`src/rtl/nrst_seq_pkg.sv`:
```
// Shared types and width helpers for the sequenced reset release block.
package nrst_seq_pkg;

    typedef enum logic [1:0] {
        WAIT_LOCK = 2'd0,
        SEQ       = 2'd1,
        DONE      = 2'd2
    } state_e;

    function automatic int cnt_width(input int delay);
        return $clog2(delay + 1);
    endfunction

    function automatic int idx_width(input int outs);
        return $clog2(outs + 1);
    endfunction

    function automatic int wdt_width(input int limit);
        return $clog2(limit + 1);
    endfunction

endpackage

```
`src/rtl/nrst_seq_lock_sync.sv`:
```
// Multi-flop bit synchronizer for the asynchronous lock indication.
module lock_sync #(
    parameter int STAGES = 2
) (
    input  logic CLK_I,
    input  logic NRST_I,
    input  logic D_I,
    output logic Q_O
);

    logic [STAGES-1:0] sync_q;
    logic [STAGES-1:0] sync_d;

    always_comb begin
        sync_d = {sync_q[STAGES-2:0], D_I};
    end

    always_ff @(posedge CLK_I or negedge NRST_I) begin
        if (!NRST_I) begin
            sync_q <= '0;
        end else begin
            sync_q <= sync_d;
        end
    end

    assign Q_O = sync_q[STAGES-1];

endmodule

```
`src/rtl/nrst_sequencer.sv`:
```
// Releases block resets one by one after clock lock; lock loss restarts.
// Optional lock watchdog with sticky ERR_O when NRST_SEQ_WDT_EN is defined.
module nrst_sequencer
    import nrst_seq_pkg::*;
#(
    parameter int NUM_OUTS       = 4,
    parameter int DELAY_CYCLES   = 16,
    parameter int LOCK_STAGES    = 2,
    parameter int TIMEOUT_CYCLES = 1024
) (
    input  logic                CLK_I,
    input  logic                NRST_I,
    input  logic                LOCK_I,
    output logic [NUM_OUTS-1:0] NRST_O,
    output logic                DONE_O
`ifdef NRST_SEQ_WDT_EN
    ,
    output logic                ERR_O
`endif
);

    localparam int CW = cnt_width(DELAY_CYCLES);
    localparam int IW = idx_width(NUM_OUTS);

    state_e              state_q, state_d;
    logic [CW-1:0]       cnt_q, cnt_d;
    logic [IW-1:0]       idx_q, idx_d;
    logic [NUM_OUTS-1:0] nrst_q, nrst_d;
    logic                done_q, done_d;
    logic                lock_s;

    lock_sync #(
        .STAGES(LOCK_STAGES)
    ) u_lock_sync (
        .CLK_I (CLK_I),
        .NRST_I(NRST_I),
        .D_I   (LOCK_I),
        .Q_O   (lock_s)
    );

    always_comb begin
        state_d = state_q;
        cnt_d   = cnt_q;
        idx_d   = idx_q;
        nrst_d  = nrst_q;
        done_d  = done_q;
        case (state_q)
            WAIT_LOCK: begin
                cnt_d = '0;
                idx_d = '0;
                if (lock_s) begin
                    state_d = SEQ;
                end
            end
            SEQ: begin
                // Lock loss wins over a release due on the same edge.
                if (!lock_s) begin
                    state_d = WAIT_LOCK;
                    cnt_d   = '0;
                    idx_d   = '0;
                    nrst_d  = '0;
                    done_d  = 1'b0;
                end else if (cnt_q == CW'(DELAY_CYCLES - 1)) begin
                    cnt_d = '0;
                    idx_d = idx_q + IW'(1);
                    for (int i = 0; i < NUM_OUTS; i++) begin
                        if (idx_q == IW'(i)) begin
                            nrst_d[i] = 1'b1;
                        end
                    end
                    if (idx_q == IW'(NUM_OUTS - 1)) begin
                        state_d = DONE;
                        done_d  = 1'b1;
                    end
                end else begin
                    cnt_d = cnt_q + CW'(1);
                end
            end
            DONE: begin
                if (!lock_s) begin
                    state_d = WAIT_LOCK;
                    cnt_d   = '0;
                    idx_d   = '0;
                    nrst_d  = '0;
                    done_d  = 1'b0;
                end
            end
            default: begin
                state_d = WAIT_LOCK;
                cnt_d   = '0;
                idx_d   = '0;
                nrst_d  = '0;
                done_d  = 1'b0;
            end
        endcase
    end

    always_ff @(posedge CLK_I or negedge NRST_I) begin
        if (!NRST_I) begin
            state_q <= WAIT_LOCK;
            cnt_q   <= '0;
            idx_q   <= '0;
            nrst_q  <= '0;
            done_q  <= 1'b0;
        end else begin
            state_q <= state_d;
            cnt_q   <= cnt_d;
            idx_q   <= idx_d;
            nrst_q  <= nrst_d;
            done_q  <= done_d;
        end
    end

    assign NRST_O = nrst_q;
    assign DONE_O = done_q;

`ifdef NRST_SEQ_WDT_EN
    localparam int WW = wdt_width(TIMEOUT_CYCLES);

    logic [WW-1:0] wdt_q, wdt_d;
    logic          err_q, err_d;

    // Counter saturates at the limit; the error flag is sticky.
    always_comb begin
        wdt_d = '0;
        err_d = err_q;
        if (state_q == WAIT_LOCK) begin
            if (wdt_q == WW'(TIMEOUT_CYCLES - 1)) begin
                err_d = 1'b1;
            end
            if (!lock_s && wdt_q != WW'(TIMEOUT_CYCLES - 1)) begin
                wdt_d = wdt_q + WW'(1);
            end else if (!lock_s) begin
                wdt_d = wdt_q;
            end
        end
    end

    always_ff @(posedge CLK_I or negedge NRST_I) begin
        if (!NRST_I) begin
            wdt_q <= '0;
            err_q <= 1'b0;
        end else begin
            wdt_q <= wdt_d;
            err_q <= err_d;
        end
    end

    assign ERR_O = err_q;
`endif

endmodule
```
`config.mk`:
```
export PLATFORM = sky130hd
export DESIGN_NAME = nrst_sequencer
export DESIGN_NICKNAME = d
export VERILOG_FILES = /design/src/rtl/nrst_seq_pkg.sv /design/src/rtl/nrst_seq_lock_sync.sv /design/src/rtl/nrst_sequencer.sv
export SDC_FILE = /design/constraint.sdc
export NUM_CORES = 1
export LEC_CHECK = 0
export ABC_AREA = 1
export ABC_CLOCK_PERIOD_IN_PS = 3200
export CORE_MARGIN = 2
export CORE_UTILIZATION = 58
export DETAILED_ROUTE_END_ITERATION = 12
export HOLD_SLACK_MARGIN = 0.15
export PLACE_DENSITY = 0.78
export SYNTH_ARGS = -nofsm -noshare
export SYNTH_HDL_FRONTEND = slang
export SYNTH_HIERARCHICAL = 1
export SYNTH_SLANG_ARGS = --single-unit
```
`constraint.sdc`:
```
create_clock -name CLK_I -period 3.2 [get_ports CLK_I]
set_clock_uncertainty 0.05 [all_clocks]
set_input_delay 0.64 -clock CLK_I [delete_from_list [all_inputs] [get_ports CLK_I]]
set_output_delay 0.64 -clock CLK_I [all_outputs]
set_load 0.005 [all_outputs]
```
==> metrics.md, run 1 <==
| Metric | Value |
|---|---|
| Avg WL per Cell | `12.1 um` |
| CTS Buf Count | `3` |
| Comb power frac | `0.426` |
| Syn. warnings | `6` |
| Syn Inst Count | `roughly 110` |
| GP Congestion | `about 0.73` |
| Largest delay share family, worst path | `buffers and inverters` |
| DP HPWL | `1140 um` |
| Avg Vias per Cell | `5.25` |
| # resized after CTS | `0` |
| Number of H-tree levels | `1` |
| Global routing's busiest layer | `met2` |
| Static Leak | `between 0.0004 and 0.0005 uW` |
| Die Span X | `43.0 um` |
| Internal power | `around 440 uW` |
| Hold WC Path Type | `reg2reg` |
| DR iter-0 viols | `21` |
| Sw Ratio | `0.412` |
| Grt ovf | `0` |
| Setup Viol. Count Final | `0` |
| Max Cap Viol | `0` |
| Die area | `roughly 0.0019 mm2` |
| Fin crit period | `roughly 1.9 ns` |
| Io pins | `8` |
| Setup TNS | `0 ns` |
| Drt pass-1 iters | `4` |
| DRC Markers | `0` |
| Hold_sp | `u_lock_sync/sync_q[0]$_DFF_PN0_` |
| Maximum clock frequency | `around 530 MHz` |
| Placed Cells | `~130` |
| Fin cells | `130` |
| Synth area leaders | `dfrtp_1, nand2_1, ha_1` |
| CP required | `between 2 and 3 ns` |
| Initial antenna violation count | `0` |
| Synth unique cells | `21` |
| Crit-path slowest cell | `clkdlybuf4s50_1` |
| Clock network fraction of total power | `0.181` |
| Vias in the first global route | `700` |
| Clk Tree Root Cell | `clkbuf_4` |
| Met2 Use GR | `0.333` |
| Mapped cell area | `roughly 880 um2` |
| Util after Layout | `0.676` |
| Yosys reg bits | `16` |
| Register area share after synthesis | `0.453` |
| Post-route ant nets | `0` |
| Met3 Use GR | `0.0426` |
| GR Util met1 | `0.258` |
| Flop pwr share | `0.393` |
| Mapped Nets | `around 110` |
| Clk sinks | `16` |
| Reg clk slew, reported paths | `around 0.1 ns` |
| Initial Util | `0.600` |
| CTS Buffer Depth | `2` |
| Slowest stage delay, CP | `around 0.52 ns` |
| Status | `complete, no violations` |
| Final Cycle Share | `0.585` |
| Diodes inserted | `0` |
| Avg Cell Area, Syn | `around 8.4 um2` |
| Setup crit end kind | `output port` |
| Synth area leader | `dfrtp_1` |
| Crit path cell chain | `clkdlybuf4s50_1` |
| Total Routed Length | `about 1600 um` |
| Final Max Tran Viols | `0` |
| Share of Yosys cell area claimed by the top area cell type | `0.453` |
| Critical Path Fanout Max | `2` |
| Arr. time, crit path | `1.18 ns` |
| Setup crit start | `NRST_O[0]$_DFFE_PN0P_` |
| Clk_lat worst skew | `approximately 0.29 ns` |
| Via count | `a little under 700` |
| FP Rows | `14` |
| NetSw | `just over 300 uW` |
| Worst setup path class | `reg2out` |
| IO buf count | `7` |
| Post-placement worst setup slack | `about 1.5 ns` |
| Total track usage | `0.213` |
| First-pass GRT wire length | `2860 um` |
| R2r startpoint | `state_q[0]$_DFFE_PN0P_` |
| Power Density | `roughly 750 mW/mm2` |
| Actual slew at the worst max-slew pin | `~0.71 ns` |
| CTS tree | `yes` |
| Cts hold-fix bufs | `0` |
| Nets | `approximately 120` |
| Hold slack final | `around 0.33 ns` |
| RSZ-0062 raised after global routing | `false` |
| Reg2reg setup slack | `around 1.8 ns` |
| Worst path bufs/invs | `1` |
| Core Box Area | `roughly 0.0015 mm2` |
| Post-CTS Setup Bufs | `0` |
| Setup crit start kind | `register` |
| Layout area overhead | `12.6%` |
| Slew HR | `0.527` |
| Largest net degree at the start of global routing | `19` |
| Final hold viol count | `0` |
| Layout cell share with drive strength beyond 1 | `0.0877` |
| Worst setup margin | `approximately 1.3 ns` |
| Worst vdd ir | `about 0.00045 V` |
| Chip height | `between 40 and 50 um` |
## kinds of logic (layout without fill, tap and decap cells)
group / Yosys count / in the layout / share of synthesized area
compound gates: 15 / 15 / 0.101
flops: 16 / 16 / 0.453
xor+xnor: 2 / 2 / 0.0198
simple gates: 51 / 51 / 0.269
buf+inv: 15 / 24 / 0.0722
fa+ha+maj: 6 / 6 / 0.0850
## state kept, by name, indices dropped and copies added, names as in the netlist
register	count
state_q	2
NRST_O	4
u_lock_sync/sync_q	2
cnt_q	5
idx_q	3
## path summary, 6_finish.rpt
| kind | to | cells after the start |
|---|---|---|
| worst max-delay path | NRST_O[0] | 1 |
| min in group asynchronous | state_q[1]$_DFFE_PN0P_ | 1 |
| worst min-delay path | u_lock_sync/sync_q[1]$_DFF_PN0_ | 0 |
| max in group asynchronous | idx_q[2]$_DFFE_PN0P_ | 1 |
| worst max register to register | idx_q[2]$_DFFE_PN0P_ | 6 |
| worst min register to register | u_lock_sync/sync_q[1]$_DFF_PN0_ | 0 |
## routing by layer
metal	wire length [um]	up-vias
met5	0	-
met4	45	0
met3	47	6
met2	721	17
met1	760	306
li1	-	354
## cell usage after synthesis (all sizes together)
| master | count |
|---|---|
| nor2 | 8 |
| nand4 | 5 |
| inv | 13 |
| a21oi | 4 |
| xnor2 | 1 |
| nand3 | 7 |
| o21ai | 7 |
| dfrtp | 16 |
| a21boi | 1 |
| o21bai | 3 |
| or2 | 1 |
| buf | 2 |
| nand2 | 30 |
| xor2 | 1 |
| ha | 6 |
## power by group through the flow
stage	logic [uW]	registers, uW	clock network, uW
6_report	316	292	134
5_1_grt	366	299	145
4_1_cts	319	292	136
3_5_place_dp	319	296	0
3_3_place_gp	309	292	0
2_1_floorplan	237	288	0
## per-stage QoR
stage | power [uW] | instance area (um2)
after floorplan | 525 | 883
after global placement | 601 | 958
after detailed placement | 615 | 958
after CTS | 747 | 995
after global routing | 811 | 995
final | 742 | 995
## layout by cell type (no fill, tap or decap), types with 2 or more instances in the layout
cell type and n:
a21oi_1 4, clkbuf_4 3, clkdlybuf4s50_1 7, dfrtp_1 16, ha_1 6, inv_1 11
inv_2 2, nand2_1 29, nand3_1 6, nand4_1 5, nor2_1 7, o21ai_0 3
o21ai_1 3, o21bai_1 3
## final cells by class
class,count,area [um2]
Fill cell,132,477
Inverter,13,48.8
Sequential cell,16,400
Tap cell,16,20.0
Clock buffer,4,36.3
Timing Repair Buffer,7,70.1
Multi-Input combinational cell,74,419
Note: power is estimated with default switching activity, not from simulation.
==> run 2: changes to the inputs <==
--- a/config.mk
+++ b/config.mk
@@ -6,12 +6,12 @@
 export NUM_CORES = 1
 export LEC_CHECK = 0
 export ABC_AREA = 1
-export ABC_CLOCK_PERIOD_IN_PS = 3200
+export ABC_CLOCK_PERIOD_IN_PS = 1500
 export CORE_MARGIN = 2
-export CORE_UTILIZATION = 58
+export CORE_UTILIZATION = 49
 export DETAILED_ROUTE_END_ITERATION = 12
 export HOLD_SLACK_MARGIN = 0.15
-export PLACE_DENSITY = 0.78
+export PLACE_DENSITY = 0.7
 export SYNTH_ARGS = -nofsm -noshare
 export SYNTH_HDL_FRONTEND = slang
 export SYNTH_HIERARCHICAL = 1
==> constraint.sdc (replaced) <==
create_clock -name CLK_I -period 1.5 [get_ports CLK_I]
set_clock_uncertainty 0.05 [all_clocks]
set_input_delay 0.3 -clock CLK_I [delete_from_list [all_inputs] [get_ports CLK_I]]
set_output_delay 0.3 -clock CLK_I [all_outputs]
set_load 0.005 [all_outputs]
==> run 2 against run 1 <==
Non-clock buffer count is 3 higher; routed wire length is 0.44% higher; hold slack worse by 0.064 ns.
==> metrics.md, run 2 (same netlist as run 1, synthesis figures left out) <==
| Metric | Value |
|---|---|
| Status | `complete, no violations` |
| Die Span X | `46.5 um (+8.0%)` |
| Setup TNS | `0 ns (unchanged)` |
| Core Box Area | `0.00171 mm2 (+16%)` |
| Initial antenna violation count | `0 (unchanged)` |
| DR iter-0 viols | `7 (-67%)` |
| FP Rows | `15 (+1)` |
| Worst setup path class | `reg2out` |
| Clk Tree Root Cell | `clkbuf_4` |
| PnR Total Power | `1590 uW (+110%)` |
| Final hold viol count | `0 (unchanged)` |
| DRC Markers | `0 (unchanged)` |
| Vias in the first global route | `631 (-9.9%)` |
| IO buf count | `7 (unchanged)` |
| Placed Cells | `137 (+8.7%)` |
| CP required | `1.15 ns (-1.36 ns)` |
| Util after Layout | `0.608 (-0.0680)` |
| Total Routed Length | `1580 um (+0.44%)` |
| Setup crit end kind | `output port` |
| Sequential cell area | `400 um2 (unchanged)` |
| Slew HR | `0.752 (+0.225)` |
| Total track usage | `0.178 (-0.0354)` |
| Initial Util | `0.517 (-0.0831)` |
| Static Leak | `0.000535 uW (+10%)` |
| Worst vdd ir | `0.000777 V (+71%)` |
| Chip height | `46.5 um (+8.0%)` |
| Max Cap Viol | `0 (unchanged)` |
| Final Cycle Share | `0.941` |
| Drt pass-1 iters | `4 (unchanged)` |
| DP HPWL | `1210 um (+5.9%)` |
| Power Density | `1540 mW/mm2 (+110%)` |
| CTS tree | `yes` |
| Reg clk slew, reported paths | `0.10 ns (about the same)` |
| Max FFs per register | `5 (unchanged)` |
| Multi-input logic area | `432 um2 (+3.0%)` |
| Post-route ant nets | `0 (unchanged)` |
| Nets | `127 (+2.4%)` |
| Layout area overhead | `17.6%` |
| Largest net degree at the start of global routing | `17 (-2)` |
| Setup crit start kind | `register` |
| CTS Buf Count | `3 (unchanged)` |
| Most frequent cells in the layout | `nand2_1, dfrtp_1, inv_1` |
| GP Congestion | `0.835 (+14%)` |
| Hold WC Path Type | `in2async` |
| Clk sinks | `16 (unchanged)` |
| Critical Path Fanout Max | `2 (unchanged)` |
| # fillers | `159 (+20%)` |
| Cts hold-fix bufs | `0 (unchanged)` |
| Io pins | `8 (unchanged)` |
| Fin cells | `142 (+9.2%)` |
| Via count | `713 (+4.4%)` |
| Arr. time, crit path | `1.06 ns (-0.12 ns)` |
| Maximum clock frequency | `around 710 MHz` |
| Final Max Tran Viols | `0 (unchanged)` |
| Setup Viol. Count Final | `0 (unchanged)` |
| Grt ovf | `0 (unchanged)` |
| RSZ-0062 raised after global routing | `false` |
| Avg Vias per Cell | `5.02 (-4.4%)` |
| Clk_lat worst skew | `0.29 ns (about the same)` |
| Most common cell after layout, fill and taps aside | `nand2_1` |
| First-pass GRT wire length | `2620 um (-8.2%)` |
| Avg WL per Cell | `11.1 um (-8.0%)` |
| Diodes inserted | `0 (unchanged)` |
| Largest register by flop count | `cnt_q` |
| CTS Buffer Depth | `2 (unchanged)` |
| Die area | `0.00216 mm2 (+17%)` |
| Number of H-tree levels | `1 (unchanged)` |
| Fin crit period | `roughly 1.4 ns` |
| Layout cell share with drive strength beyond 1 | `0.120 (+0.0319)` |
| Actual slew at the worst max-slew pin | `0.371 ns (-0.336 ns)` |
==> run 2: cell types whose count changed in the layout (fill, tap and decap cells not counted), sizes merged <==
cell | before | now
dlymetal6s2s | 0 | 1
dlygate4sd2 | 0 | 4
clkdlybuf4s50 | 7 | 2
buf | 0 | 3
==> run 2: path summary, 6_finish.rpt <==
path                                                  from                               to  slack, ns  cells past startpoint
max                                  NRST_O[3]$_DFFE_PN0P_                        NRST_O[3]       0.09                      2
min                                                 NRST_I           state_q[0]$_DFFE_PN0P_       0.26                      2
max reg2reg                           cnt_q[0]$_DFFE_PN0P_            NRST_O[1]$_DFFE_PN0P_       0.13                      6
min reg2reg                u_lock_sync/sync_q[0]$_DFF_PN0_  u_lock_sync/sync_q[1]$_DFF_PN0_       0.31                      0
max in group asynchronous                           NRST_I             idx_q[0]$_DFFE_PN0P_       0.96                      2
min in group CLK_I         u_lock_sync/sync_q[0]$_DFF_PN0_  u_lock_sync/sync_q[1]$_DFF_PN0_       0.31                      0
==> run 2: repair_timing <==
action / CTS / global route
cloned: 0 / 0
buffers inserted: 1 / 0
pin swaps: 0 / 1
resized for setup: 4 / 3
endpoints found under the hold margin: 0 / 0
endpoints found under the setup margin: 5 / 2
==> run 2: final cells by class <==
type | count | share of cell area
clock buffer | 4 | 0.0349
inverter | 13 | 0.0470
multi-input combinational | 74 | 0.416
sequential | 16 | 0.386
tap | 25 | 0.0301
timing repair buffer | 10 | 0.0867
==> run 2: per-layer routing <==
metal	part of all wire	track usage	vias to the layer above
met3	0.031	0.0353	4
met1	0.49	0.241	336
li1	-	-	365
met5	0	0	-
met4	0.016	0.0857	0
met2	0.46	0.269	8
==> run 2: critical path, cell delays in order (launching register included) <==
cell and delay [ns]:
dfrtp_1 0.39, buf_4 0.13, dlygate4sd2_1 0.25
==> run 2: where the power goes <==
| group | internal [uW] | switching [uW] |
|---|---|---|
| Combinational | 258 | 426 |
| Sequential | 528 | 90.4 |
| Clock | 148 | 144 |
| Total | 934 | 660 |
==> run 2: stage by stage <==
stage / setup WS [ns] / hold slack, ns / cell area, um2
after global routing: 0.00472 / 0.280 / 1040
after detailed placement: 0.122 / 0.290 / 985
after CTS: 0.00340 / 0.264 / 1020
after floorplan: 0.233 / -0.0456 / 883
after global placement: 0.155 / 0.288 / 985
final: 0.0889 / 0.262 / 1040
==> run 3: changes to the inputs <==
--- a/config.mk
+++ b/config.mk
@@ -9,6 +9,7 @@
 export ABC_CLOCK_PERIOD_IN_PS = 1500
 export CORE_MARGIN = 2
 export CORE_UTILIZATION = 49
+export CTS_CLUSTER_DIAMETER = 200
 export DETAILED_ROUTE_END_ITERATION = 12
 export HOLD_SLACK_MARGIN = 0.15
 export PLACE_DENSITY = 0.7
==> results of run 3 <==
The final DEF is identical to that of run 2; final timing and power are the same.
